[config.mk]
export PLATFORM = sky130hd
export DESIGN_NAME = mux_scan_capture_flat
export DESIGN_NICKNAME = d
export VERILOG_FILES = /design/src/rtl/mux_scan_if.sv /design/src/rtl/mux_scan_capture.sv /design/src/flat_wrapper.sv
export SDC_FILE = /design/constraint.sdc
export NUM_CORES = 1
export LEC_CHECK = 0
export CAP_MARGIN = 5
export CORE_ASPECT_RATIO = 1.25
export CORE_MARGIN = 10
export CORE_UTILIZATION = 50
export DETAILED_ROUTE_END_ITERATION = 10
export GPL_TIMING_DRIVEN = 0
export PLACE_DENSITY = 0.75
export SLEW_MARGIN = 30
export SYNTH_ARGS = -nofsm -noshare
export SYNTH_HDL_FRONTEND = slang
export SYNTH_SLANG_ARGS = --single-unit
[constraint.sdc]
create_clock -name clk -period 1.67 [get_ports clk]
set_input_delay 0.2505 -clock clk [delete_from_list [all_inputs] [get_ports clk]]
set_output_delay 0.2505 -clock clk [all_outputs]
set_load 0.02 [all_outputs]
[src/rtl/mux_scan_if.sv]
// Frame-capture handshake and mux bus between the scan controller and its environment.
// The parity wire and modport members exist only when SCAN_PARITY_EN is defined.
interface mux_scan_if #(
    parameter int NUM_CH = 13
) ();
    logic              start;
    logic              y;
    logic [3:0]        select;
    logic [NUM_CH-1:0] data;
    logic              valid;
    logic              ready;
    logic              busy;
`ifdef SCAN_PARITY_EN
    logic              parity;
`endif

`ifdef SCAN_PARITY_EN
    modport master (
        output start, y, ready,
        input  select, data, valid, busy, parity
    );
    modport slave (
        input  start, y, ready,
        output select, data, valid, busy, parity
    );
`else
    modport master (
        output start, y, ready,
        input  select, data, valid, busy
    );
    modport slave (
        input  start, y, ready,
        output select, data, valid, busy
    );
`endif
endinterface

[src/rtl/mux_scan_capture.sv]
// Scans an external N:1 mux one channel at a time and captures a full frame of its outputs.
// Optional frame parity output enabled by defining SCAN_PARITY_EN.
module mux_scan_capture #(
    parameter int NUM_CH = 13,
    parameter int SETTLE = 1
) (
    input  logic       clk,
    input  logic       rst_n,
    mux_scan_if.slave  bus
);

    localparam logic [1:0] S_IDLE   = 2'd0;
    localparam logic [1:0] S_SETTLE = 2'd1;
    localparam logic [1:0] S_SAMPLE = 2'd2;
    localparam logic [1:0] S_DONE   = 2'd3;

    localparam logic [3:0] LAST_CH     = 4'(NUM_CH - 1);
    localparam logic [3:0] SETTLE_LAST = (SETTLE > 0) ? 4'(SETTLE - 1) : 4'd0;
    // With no settle time the controller samples every cycle and never visits S_SETTLE.
    localparam logic [1:0] S_AFTER_SELECT = (SETTLE > 0) ? S_SETTLE : S_SAMPLE;

    logic [1:0]        state_reg,  state_next;
    logic [3:0]        select_reg, select_next;
    logic [3:0]        cnt_reg,    cnt_next;
    logic [NUM_CH-1:0] shadow_reg, shadow_next;
    logic [NUM_CH-1:0] data_reg,   data_next;
    logic              valid_reg,  valid_next;
    logic              busy_reg,   busy_next;

    // Shadow image with the currently selected bit replaced by the live mux output.
    logic [NUM_CH-1:0] shadow_sampled;

    genvar gi;
    generate
        for (gi = 0; gi < NUM_CH; gi++) begin : g_shadow_bit
            assign shadow_sampled[gi] = (select_reg == 4'(gi)) ? bus.y : shadow_reg[gi];
        end
    endgenerate

`ifdef SCAN_PARITY_EN
    logic parity_reg, parity_next;
    logic frame_parity;

    assign frame_parity = ^shadow_sampled;
`endif

    always_comb begin
        state_next  = state_reg;
        select_next = select_reg;
        cnt_next    = cnt_reg;
        shadow_next = shadow_reg;
        data_next   = data_reg;
        valid_next  = valid_reg;
        busy_next   = busy_reg;
`ifdef SCAN_PARITY_EN
        parity_next = parity_reg;
`endif
        case (state_reg)
            S_IDLE: begin
                if (bus.start) begin
                    state_next  = S_AFTER_SELECT;
                    select_next = 4'd0;
                    cnt_next    = 4'd0;
                    shadow_next = '0;
                    busy_next   = 1'b1;
                end
            end
            S_SETTLE: begin
                if (cnt_reg == SETTLE_LAST) begin
                    cnt_next   = 4'd0;
                    state_next = S_SAMPLE;
                end else begin
                    cnt_next = cnt_reg + 4'd1;
                end
            end
            S_SAMPLE: begin
                shadow_next = shadow_sampled;
                if (select_reg == LAST_CH) begin
                    data_next  = shadow_sampled;
                    valid_next = 1'b1;
                    state_next = S_DONE;
`ifdef SCAN_PARITY_EN
                    parity_next = frame_parity;
`endif
                end else begin
                    select_next = select_reg + 4'd1;
                    cnt_next    = 4'd0;
                    state_next  = S_AFTER_SELECT;
                end
            end
            S_DONE: begin
                // start is deliberately not examined here, even on the handshake edge.
                if (valid_reg && bus.ready) begin
                    valid_next  = 1'b0;
                    busy_next   = 1'b0;
                    select_next = 4'd0;
                    state_next  = S_IDLE;
                end
            end
            default: begin
                state_next  = S_IDLE;
                select_next = 4'd0;
                cnt_next    = 4'd0;
                valid_next  = 1'b0;
                busy_next   = 1'b0;
            end
        endcase
    end

    always_ff @(posedge clk or negedge rst_n) begin
        if (!rst_n) begin
            state_reg  <= S_IDLE;
            select_reg <= 4'd0;
            cnt_reg    <= 4'd0;
            shadow_reg <= '0;
            data_reg   <= '0;
            valid_reg  <= 1'b0;
            busy_reg   <= 1'b0;
        end else begin
            state_reg  <= state_next;
            select_reg <= select_next;
            cnt_reg    <= cnt_next;
            shadow_reg <= shadow_next;
            data_reg   <= data_next;
            valid_reg  <= valid_next;
            busy_reg   <= busy_next;
        end
    end

`ifdef SCAN_PARITY_EN
    always_ff @(posedge clk or negedge rst_n) begin
        if (!rst_n) begin
            parity_reg <= 1'b0;
        end else begin
            parity_reg <= parity_next;
        end
    end

    assign bus.parity = parity_reg;
`endif

    assign bus.select = select_reg;
    assign bus.data   = data_reg;
    assign bus.valid  = valid_reg;
    assign bus.busy   = busy_reg;

endmodule
[src/flat_wrapper.sv]
// flat-port wrapper written by rule: the top's interface ports become plain ports
module mux_scan_capture_flat 
#(
    parameter int NUM_CH = 13,
    parameter int SETTLE = 1
)
  (clk, rst_n, bus_start, bus_y, bus_ready, bus_select, bus_data, bus_valid, bus_busy);
  mux_scan_if #(.NUM_CH(NUM_CH)) bus_i ();
  input  logic clk;
  input  logic rst_n;
  input wire logic [$bits(bus_i.start)-1:0] bus_start;
  input wire logic [$bits(bus_i.y)-1:0] bus_y;
  input wire logic [$bits(bus_i.ready)-1:0] bus_ready;
  output wire logic [$bits(bus_i.select)-1:0] bus_select;
  output wire logic [$bits(bus_i.data)-1:0] bus_data;
  output wire logic [$bits(bus_i.valid)-1:0] bus_valid;
  output wire logic [$bits(bus_i.busy)-1:0] bus_busy;
  assign bus_i.start = bus_start;
  assign bus_i.y = bus_y;
  assign bus_i.ready = bus_ready;
  assign bus_select = bus_i.select;
  assign bus_data = bus_i.data;
  assign bus_valid = bus_i.valid;
  assign bus_busy = bus_i.busy;
  mux_scan_capture #(.NUM_CH(NUM_CH), .SETTLE(SETTLE)) u_core (.clk(clk), .rst_n(rst_n), .bus(bus_i));
endmodule
-- Word level (Yosys, flattened, before mapping)
Index checks and enable logic that the tools add are counted.
- register bits after elaboration: 38
- bits in latches: 0
- memory bits (writable): 0
- bits in read-only memories: 0
- input port bits: 5
- output and inout port bits: 19
- memories: 0
- $add $sub $neg: 2
- $mul: 0
- divide/modulo/power cells: 0
- order comparisons: 0
- equal/unequal tests: 20
- shifts and indexed selects: 0
- multiplexer cells: 32
- bitwise operators: 0
- reduce and logical (&&, ||, !) cells: 16
- operator list (cell ; number):
    $pmux 13 s2 ; 1
    $pmux 4 s3 ; 2
    $eq 4x4->1 const B ; 5
    $mux 4 ; 5
    $eq 4x3->1 const B ; 4
    $mux 1 ; 16
    $mux 13 ; 1
    $reduce_and 3->1 ; 4
    $add 4x1->4 const B ; 2
    $eq 4x2->1 const B ; 2
    $logic_not 4->1 ; 2
    $mux 2 ; 4
    $pmux 2 s4 ; 1
    $ne 2x1->1 const B ; 3
    $reduce_bool 2->1 ; 3
    $reduce_bool 3->1 ; 2
    $eq 2x2->1 const B ; 2
    $eq 4x1->1 const B ; 1
    $ne 2x2->1 const B ; 2
    $pmux 1 s2 ; 2
    $reduce_and 2->1 ; 2
    $reduce_and 4->1 ; 1
    $eq 2x1->1 const B ; 1
    $logic_not 2->1 ; 1
    $logic_and 1x1->1 ; 1

-- Logic depth before layout (Yosys ltp)
- depth after elaboration: 3
- depth in mapped cells: 7
- gate-level depth less buffers: 5

-- Least setup slack after synthesis
No wires, ideal clock.
- kind: reg-to-reg
- start point: reg u_core.select_reg[0], in the netlist u_core.bus.select[0]
- end point: reg u_core.data_reg[0], in the netlist u_core.bus.data[0]
- arrival: 1596 ps
- path slack: -51 ps
- cell stages (with the launch flop): 7
- path buffers: 1
- path through: dfrtp_1 > inv_1 > ha_1 > and3_2 > buf_6 > nand2_4 > mux2_4
- cells in the longest elaborated chain, start to end: 2
- RTL lines (item ; line ; source):
    start, declared ; mux_scan_capture.sv:23 ; logic [3:0] select_reg, select_next;
    start signal, assigned ; mux_scan_capture.sv:121 ; select_reg <= select_next;
    $eq 4x4->1 / $logic_not 4->1 (equally long branches) ; mux_scan_capture.sv:78, mux_scan_capture.sv:36 ;
    $reduce_and 2->1 (no line) / $mux 1 (equally long branches) ; n/a ;
    end signal, assigned ; mux_scan_capture.sv:124 ; data_reg <= data_next;
    end, declared ; mux_scan_capture.sv:26 ; logic [NUM_CH-1:0] data_reg, data_next;
Parallel ways exist; a longest one is shown, timed or not.
A chain may end at the register's enable or synchronous reset.

-- Worst setup path in the final report
- start point: reg u_core.select_reg[0], in the netlist u_core.bus.select[0]
- end point: out bus_select[0]
- RTL lines (item ; line ; source):
    end, declared ; flat_wrapper.sv:14 ; output wire logic [$bits(bus_i.select)-1:0] bus_select;
No word-level cell between the ends.

==> key figures <==
Drt
  • Post-route ant nets: 0
  • Drt drc: 0
  • Drt first pass iters: 4
  • Iter 0 DRT Violations: 111
  • Via density: 5.477
  • Routed WL: 4376 um
  • Routed len/inst: 15.46 um
  • Via count: 1550

Placement
  • Placed Area: 2354 um^2
  • DP Cell Count: 274
  • PortBufs: 23
  • Hpwl dp: 3155 um
  • GPL Wtd Cong: 0.8440

Floorplan
  • Die W: 77 um
  • Number of cell rows: 25
  • Core ar.: 3847 um^2
  • Chip height: 91.25 um
  • Initial core utilization: 0.5278
  • Die Area: 7026 um^2
  • Top Ports: 24

Finish
  • Max reg flops: 13
  • Final core utilization: 0.6488
  • Post-Layout Cell Count: 283
  • # nets final: 239
  • Diodes inserted: 0
  • Post-route cell area: 2496 um^2
  • Fraction of layout cells with a size suffix above 1: 0.1703
  • Area grow syn2layout: 22.92%

Worst hold path
  • Hold/Removal Path Class: input port to async pin

Global routing
  • Total congestion overflow: 0
  • Gr usage total: 0.1266
  • Largest net degree at the start of global routing: 23
  • First-pass GRT wire length: 7355 um
  • Vias in the first global route: 1512
  • Initial antenna violation count: 0

Setup path
  • Crit path arrival time: 1.36 ns
  • Slowest stage cell, crit path: clkdlybuf4s50_1
  • CP Class: flip-flop to output port
  • Required time worst endpoint: 1.42 ns
  • Worst-path fanout max: 8
  • Crit path max-delay family: buffers and inverters
  • CP peak stage delay: 0.63 ns
  • Crit start category: flip-flop
  • CP cell instances: clkdlybuf4s50_1
  • CP Capture Type: output port
  • Worst path bufs/invs: 1

Timing
  • Final setup fails: 0
  • Layout Skew: 0.006239 ns
  • Peak Freq: 619.8 MHz
  • Final Hold Fails: 0
  • Setup TNS: 0 ns
  • RSZ-0062 raised after global routing: false
  • Slew @ Worst Pin: 0.4546 ns
  • Fin crit share: 0.9661
  • Tmin final: 1.613 ns
  • Max Transition Viols Final: 0
  • Relative slew slack: 0.6969

Clock network
  • Root buf cell: clkbuf_8
  • Clock slew at reported path FFs: 0.07 ns
  • Clock Sinks: 37
  • CTS tree: built
  • Inserted Clock Buffers: 5
  • Worst skew pair latency: 0.29 ns
  • CTS max path bufs: 2
  • Htree depth: 2

Pwr
  • Peak VDD IR: 0.7287 mV
  • Leakage power total: 1.132 nW
  • Pwr dens: 1480 nW/um^2
  • Design Power: 0.003694 W

Synthesis
  • Predominant post-synthesis flop cell: dfrtp_1
  • EDFF count, synth: 0
  • Sequential share of the synthesized area: 0.4559
  • Synth unique cells: 39
  • Ys Warns: 0
  • Post-synth ARST share: 1.000
  • Synth Cell Area: 2031 um^2
  • Syn_nets: 207
  • Mapped Cells: 196
  • Yosys reg bits: 37
  • Syn avg cell area: 10.36 um^2

Flow run
  • Max Cap Viol: 0

Status
  • Status: finished, final reports clean
## metrics by stage
step           hold slack [ns]  setup slack [ns]
2_1_floorplan         -0.04509           0.05029
3_3_place_gp            0.4828           -0.7150
3_5_place_dp            0.2070          -0.05660
4_1_cts                 0.4441           0.03433
5_1_grt                 0.4350           0.01379
6_report                0.4182           0.05665
## metal layers
layer	global-route usage	part of all wire	vias to the layer above
met1	0.1546	0.46	754
li1	-	-	760
met4	0.03659	0.013	0
met3	0.04438	0.060	6
met2	0.2056	0.47	30
met5	0	0	-
## power by group
group | switching, W | leakage (nW) | internal (W)
clock network | 0.000313 | 0.0542 | 0.000373
logic | 0.000849 | 0.646 | 0.000775
registers | 0.000226 | 0.432 | 0.00116
total | 0.00139 | 1.13 | 0.00231
## final timing paths
path	start	slack (ns)	to	cells after the start
min	rst_n	0.42	u_core.bus.select[2]	2
max	u_core.bus.select[0]	0.06	bus_select[0]	1
min reg2reg	u_core.shadow_reg[3]	0.51	u_core.shadow_reg[3]	2
max reg2reg	u_core.bus.select[0]	0.08	u_core.bus.data[12]	6
max in group asynchronous	rst_n	0.80	u_core.cnt_reg[2]	3
min in group clk	u_core.shadow_reg[3]	0.51	u_core.shadow_reg[3]	2
## cell usage after synthesis (3+ instances only)
master,n,area share
a21oi_1,31,0.076
buf_2,3,0.0074
buf_4,3,0.011
buf_6,7,0.039
dfrtp_1,37,0.46
ha_1,6,0.037
inv_1,6,0.011
mux2i_1,23,0.11
nand2_1,14,0.026
nand3_1,4,0.0099
nand3b_1,7,0.026
nor2_1,4,0.0074
nor2b_1,4,0.012
nor3b_1,4,0.015
o21ai_0,12,0.030
o21ai_1,4,0.0099
## layout by cell type (no fill, tap or decap), types with 2 or more instances in the layout
master,n
clkdlybuf4s50_1,21
nor3b_2,2
buf_6,7
nor2b_1,4
a31oi_1,2
nand2b_1,2
mux2i_1,23
buf_2,4
o21bai_1,2
nand3_1,3
nor2_1,4
mux2_4,2
nand2_1,14
dfrtp_2,2
nand3b_1,7
a21oi_1,31
nor3b_1,2
inv_1,6
o21ai_0,12
buf_4,3
clkbuf_8,7
o21ai_1,4
dfrtp_1,35
ha_1,5
## repair_timing
action | 4_1_cts | 5_1_grt
setup buffers | 0 | 0
endpoints found under the setup margin | 13 | 12
hold endpoints to repair | 15 | 0
hold buffers | 1 | 0
gates resized for setup | 4 | 3
## layout make-up
cell class | instances | area, um^2
Clock inverter | 1 | 5.005
Fill cell | 316 | 1351
Multi-Input combinational cell | 138 | 991.0
Sequential cell | 37 | 928.4
Inverter | 7 | 26.28
Clock buffer | 7 | 96.34
Timing Repair Buffer | 25 | 261.5
Buffer | 14 | 120.1
Tap cell | 54 | 67.56
## kinds of logic (layout without fill, tap and decap cells)
logic type	count (synthesis)	after routing	share of synthesized area
fa+ha+maj	6	6	0.03697
mux	26	26	0.1337
buf+inv	21	54	0.07208
compound gates	60	60	0.1713
xor+xnor	1	1	0.004314
flops	37	37	0.4559
simple gates	45	45	0.1257
Power figures use the tool's default switching activity.
==> RTL change 1: new RTL, same flow settings <==
`NUM_CH` is set to 13 in 3 places; all go to 12.
--- a/src/rtl/mux_scan_if.sv
+++ b/src/rtl/mux_scan_if.sv
@@ -3,3 +3,3 @@
 interface mux_scan_if #(
-    parameter int NUM_CH = 13
+    parameter int NUM_CH = 12
 ) ();
--- a/src/rtl/mux_scan_capture.sv
+++ b/src/rtl/mux_scan_capture.sv
@@ -3,3 +3,3 @@
 module mux_scan_capture #(
-    parameter int NUM_CH = 13,
+    parameter int NUM_CH = 12,
     parameter int SETTLE = 1
--- a/src/flat_wrapper.sv
+++ b/src/flat_wrapper.sv
@@ -3,3 +3,3 @@
 #(
-    parameter int NUM_CH = 13,
+    parameter int NUM_CH = 12,
     parameter int SETTLE = 1
Ports: changed (resized bus_data); port bits go from 24 to 23. The function was not compared with the original's and may differ.
==> RTL change 1 against the original RTL <==
Sequential cell count shrank 2; count of clock-buffer cells in the layout fell by 1; clock power fell by 8.5%; synthesized area is 7.1% lower; final area decreased by 3.0%; combinational power increased by 35%; setup slack worse by 0.048 ns; largest cell class unchanged; power is 11% higher; wire length increased by 2.9%; critical path depth rose by 4; highest routed layer unchanged; sequential power decreased by 7%.
==> RTL change 1: results (changes against the original RTL) <==
outcome:
  status: "complete, no violations"  # unchanged
worst_setup_path:
  cp_max_fo: 4  # was 8
  critical_path.top_delay_family: "flip-flops"  # was buffers and inverters
  critical_path.slowest_cell: "dfrtp_2"  # was clkdlybuf4s50_1
  crit_arrival_ns: 1.84  # was 1.36 ns
  reg2reg_setup_slack_ns: 0.008  # was 0.08 ns
  critPathMaxStageDelay_ns: 0.42  # was 0.63 ns
pwr:
  powerSeq_uw: 1280  # was 1380 µW
  p_leak_uw: 0.00112  # was 0.00113 µW
  pg_clk_uw: 628  # was 686 µW
  switchingPower_uw: 1590  # was 1390 µW
  p_comb_uw: 2180  # was 1620 µW
  vdd_drop_max_uv: 857  # was 729 µV
final_layout:
  largest_reg_flops: 12  # was 13
  layout-drive-gt1-share_pct: 25.0  # was 17.0%
  fillCellCount: 279  # was 316
  nets: 231  # was 239
  instances_no_fill: 259  # was 283
  utilization_pct: 67.8  # was 64.9%
drt:
  wl_met2_mm: 2.35  # was 2.06 mm
  drt_wl_total_mm: 4.50  # was 4.38 mm
  drt_pass1_iterations: 4  # unchanged
  vias: 1514  # was 1550
  wl_met3_um: 267  # was 263 µm
  wl_met1_mm: 1.83  # was 2.00 mm
  dr.first_iter.drc_count: 125  # was 111
cts:
  clkLatencyLatePin_ns: 0.29  # about the same
  postCtsHoldBufs: 1  # unchanged
  clk_path_buf_depth: 2  # unchanged
  cts.htree.levels: 2  # unchanged
  cts_setup_buffers: 8  # was 0
  cts_resized: 4  # unchanged
placed_design:
  gp_congestion: 0.784  # was 0.844
  dp_hpwl_mm: 3.15  # about the same
  post-place-cells: 240  # was 274
  io_buffers: 22  # was 23
  dp_slack_ns: -0.163  # was -0.0566 ns
  placed_area_um2: 2220  # was 2350 µm²
sta:
  finClkSkew_ns: 0.00398  # was 0.00624 ns
  whs_ns: 0.383  # was 0.418 ns
  max_slew_margin_pct: 61.6  # was 69.7%
  min_period_ns: 1.66  # was 1.61 ns
synthesis:
  avgSynthCellArea_um2: 10.6  # was 10.4 µm²
  yosys-top-cells-area: "dfrtp_1 (46%), mux2i_1 (4.2%), ha_1 (4.0%), o21ai_0 (4.0%), a22o_1 (3.7%)"  # was dfrtp_1 (46%), mux2i_1 (11%), a21oi_1 (7.6%), buf_6 (3.9%), ha_1 (3.7%)
  syn-num-nets: 189  # was 207
  yosys.cell_types.count: 37  # was 39
  yosys-top-cells-count: "dfrtp_1 (35), nand2_1 (17), o21ai_0 (15)"  # was dfrtp_1 (37), a21oi_1 (31), mux2i_1 (23)
  yosysSeqAreaShare_pct: 46.4  # was 45.6%
grt:
  grt_max_degree: 25  # was 23
  track_usage_pct: 14.6  # was 12.7%
  grt_pass1_wl_mm: 7.49  # was 7.36 mm
  first_global_vias: 1574  # was 1512
## RTL change 1: cell types whose count changed in the layout (fill, tap and decap cells not counted), moves of 4 or more
cell,unedited run,this run
buf_4,3,10
nand3_1,3,7
a22oi_1,0,7
a22o_1,1,8
mux2i_1,23,8
a21oi_1,31,10
o21ai_1,4,0
mux2_2,1,6
buf_2,4,9
## RTL change 1: worst paths after layout
path,cells past startpoint,startpoint,end
worst min-delay path,2,rst_n,u_core.bus.valid
max in group asynchronous,3,rst_n,u_core.bus.data[10]
min in group clk,1,u_core.bus.data[5],u_core.bus.data[5]
worst max-delay path,5,u_core.bus.select[1],u_core.bus.data[2]
worst max register to register,5,u_core.bus.select[1],u_core.bus.data[2]
worst min register to register,1,u_core.bus.data[5],u_core.bus.data[5]
## RTL change 1: area by class of cell
type | count | area share [%]
multi-input cells | 124 | 39.6
flip-flops and latches | 35 | 36.3
repair buffers | 35 | 14.0
clock buffers | 6 | 3.41
plain buffers | 12 | 3.20
well taps | 39 | 2.02
inverters | 7 | 1.29
clock inverters | 1 | 0.207
## RTL change 1: routing by layer
layer / global-route usage [%] / vias to the layer above
met5: 0 / -
met4: 6.90 / 0
met3: 3.59 / 7
met2: 25.6 / 37
met1: 15.9 / 740
li1: - / 730
## RTL change 1: worst reg2reg max path, delay by kind of cell (launching register included)
family,cells,cell delay (ns)
DFF,1,0.42
and+or+nand+nor,1,0.38
muxes,1,0.25
AOI/OAI and AO/OA,1,0.22
adders and majority gates,1,0.14
buffers and inverters,1,0.13
## RTL change 1: kinds of logic after synthesis
logic type / count (synthesis) / synth area share (%)
and+or+nand+nor: 51 / 16.3
AOI/OAI and AO/OA: 49 / 17.3
DFF: 35 / 46.4
buffers and inverters: 19 / 5.31
muxes: 17 / 10.2
adders and majority gates: 6 / 3.98
xor gates and xnor gates: 1 / 0.465
==> RTL change 2: new RTL, same settings <==
Without the edit above. `data_reg` no longer has a reset.
--- a/src/rtl/mux_scan_capture.sv
+++ b/src/rtl/mux_scan_capture.sv
@@ -115,3 +115,2 @@
             shadow_reg <= '0;
-            data_reg   <= '0;
             valid_reg  <= 1'b0;
@@ -123,3 +122,2 @@
             shadow_reg <= shadow_next;
-            data_reg   <= data_next;
             valid_reg  <= valid_next;
@@ -127,2 +125,6 @@
         end
+    end
+
+    always_ff @(posedge clk) begin
+        data_reg <= data_next;
     end
Behaviour: no difference found for any inputs over 10 cycles, from zero or initial values and one cycle with rst_n low; that may be too few to reach the edited logic, so the function may still have changed.
==> RTL change 2 against the original RTL <==
Sequential cell count increased by 1; critical path type is now flop to flop; wire length is 4.0% lower; combinational power decreased by 15%; highest routed layer unchanged; register-to-register slack got worse by 0.03 ns; synthesized area shrank 2.5%; utilization increased by 2.1 points; largest cell class is now registers; cell count is 6.7% lower; setup slack got worse by 0.0090 ns; final area rose by 2.4%; power down 6.3%.
==> RTL change 2: results (changes against the original RTL) <==
synthesis:
  synthArstFlopShare_pct: 65.8  # was 100%
  syn_inst: 173  # was 196
  yosys-top-cells-count: "dfrtp_1 (25), a21oi_1 (18), inv_1 (14)"  # was dfrtp_1 (37), a21oi_1 (31), mux2i_1 (23)
  synth_edf_count: 13  # was 0
  yosys.cell_types.count: 41  # was 39
  ys_warn_count: 0  # unchanged
  yosys-top-cells-area: "dfrtp_1 (32%), edfxtp_1 (20%), a21oi_1 (4.6%), mux2_2 (4.6%), ha_1 (3.8%)"  # was dfrtp_1 (46%), mux2i_1 (11%), a21oi_1 (7.6%), buf_6 (3.9%), ha_1 (3.7%)
  yosysSeqAreaShare_pct: 51.3  # was 45.6%
  syn-num-nets: 184  # was 207
cts:
  cts_buffers: 5  # unchanged
  cts_setup_buffers: 2  # was 0
  cts.reportedPaths.clkPinSlew_ns: 0.07  # about the same
  postCtsHoldBufs: 1  # unchanged
  cts_resized: 14  # was 4
placed_design:
  gp_congestion: 0.832  # was 0.844
  dp_hpwl_mm: 2.97  # was 3.15 mm
  dp_slack_ns: -0.271  # was -0.0566 ns
  post-place-cells: 250  # was 274
  placed_area_um2: 2290  # was 2350 µm²
drt:
  drt_wl_total_mm: 4.20  # was 4.38 mm
  drt_pass1_iterations: 4  # unchanged
  dr.first_iter.drc_count: 116  # was 111
  avgViaCountPerCell: 5.39  # was 5.48
  wl_per_cell_um: 15.9  # was 15.5 µm
worst_setup_path:
  critPathMaxStageDelay_ns: 0.45  # was 0.63 ns
  crit_arrival_ns: 1.67  # was 1.36 ns
  cp_max_fo: 6  # was 8
  regToRegEndpoint: "u_core.bus.data[0]"  # was u_core.bus.data[12]
  reg2reg_setup_slack_ns: 0.05  # was 0.08 ns
  critPathLaunch: "u_core.bus.select[1]"  # was u_core.bus.select[0]
  crit_type: "flop to flop"  # was flop to output pin
  critical_path.slowest_cell: "dfrtp_2"  # was clkdlybuf4s50_1
  critical_path.top_delay_family: "flip-flops"  # was buffers and inverters
  reg2reg_depth: 4  # was 6
final_layout:
  n_antenna_cell: 0  # unchanged
  areaGrowthSynthToFinish_pct: 29.1  # was 22.9%
  layout-drive-gt1-share_pct: 25.2  # was 17.0%
  fillCellCount: 298  # was 316
  nets: 220  # was 239
pwr:
  vdd_drop_max_uv: 816  # was 729 µV
  p_leak_uw: 0.00112  # was 0.00113 µW
  sw_frac_of_total_pct: 33.6  # was 37.6%
sta:
  whs_ns: 0.488  # was 0.418 ns
  finClkSkew_ns: 0.00378  # was 0.00624 ns
  tightestPinTransition_ns: 0.577  # was 0.455 ns
  min_period_ns: 1.62  # was 1.61 ns
outcome:
  status: "complete, no violations"  # unchanged
grt:
  grt_pass1_wl_mm: 7.33  # was 7.36 mm
  grtUsageMet3_pct: 3.78  # was 4.44%
  first_global_vias: 1517  # was 1512
  grt_max_degree: 26  # was 23
  met2_usage_pct: 23.0  # was 20.6%
  track_usage_pct: 12.7  # about the same
  grt_util_met1_pct: 13.5  # was 15.5%
  antenna_found_initial: 0  # unchanged
min_path:
  hold_class: "primary input to async pin"  # unchanged
flow_run:
  timing.max_cap.violations: 0  # unchanged
==> RTL change 2: cell types whose count changed after synthesis, moves of 5 or more <==
cell / unedited run / this run
a21oi_1: 31 / 18
a22o_1: 1 / 6
buf_6: 7 / 1
dfrtp_1: 37 / 25
edfxtp_1: 0 / 13
inv_1: 6 / 14
mux2_2: 1 / 8
mux2i_1: 23 / 1
nand2_1: 14 / 8
o22ai_1: 1 / 8
==> RTL change 2: power by group through the flow <==
stage / Sequential, µW / Clock, µW / Combinational [µW]
2_1_floorplan: 1220 / 0 / 819
3_3_place_gp: 1170 / 0 / 1170
3_5_place_dp: 1180 / 0 / 1190
4_1_cts: 1170 / 930 / 1330
5_1_grt: 1180 / 963 / 1520
6_report: 1170 / 919 / 1380
==> RTL change 2: final cells by class <==
class,count,area share (%)
Buffer,9,2.06
Clock buffer,5,2.69
Clock inverter,3,2.50
Inverter,14,2.15
Multi-Input combinational cell,112,37.0
Sequential cell,38,39.9
Tap cell,54,2.64
Timing Repair Buffer,29,11.1
==> RTL change 2: metal layers <==
layer	up-vias	share of wire, %
met3	6	4.8
met5	-	0
met4	0	1.1
li1	699	-
met1	689	42
met2	30	52
==> RTL change 2: worst register-to-register path, stage by stage, from the launching register on <==
cell     delay, ns
dfrtp_2       0.45
inv_2         0.12
ha_4          0.19
nor3b_4       0.25
mux2_2        0.36
==> RTL change 2: cell families (layout without fill, tap and decap cells) <==
| kind of cell | after synthesis | count (layout) | synth area share (%) |
|---|---|---|---|
| flops | 38 | 38 | 51.3 |
| mux | 13 | 13 | 7.33 |
| buf+inv | 23 | 60 | 5.31 |
| fa+ha+maj | 6 | 6 | 3.79 |
| compound gates | 53 | 53 | 17.7 |
| simple gates | 39 | 39 | 14.1 |
| xor+xnor | 1 | 1 | 0.443 |
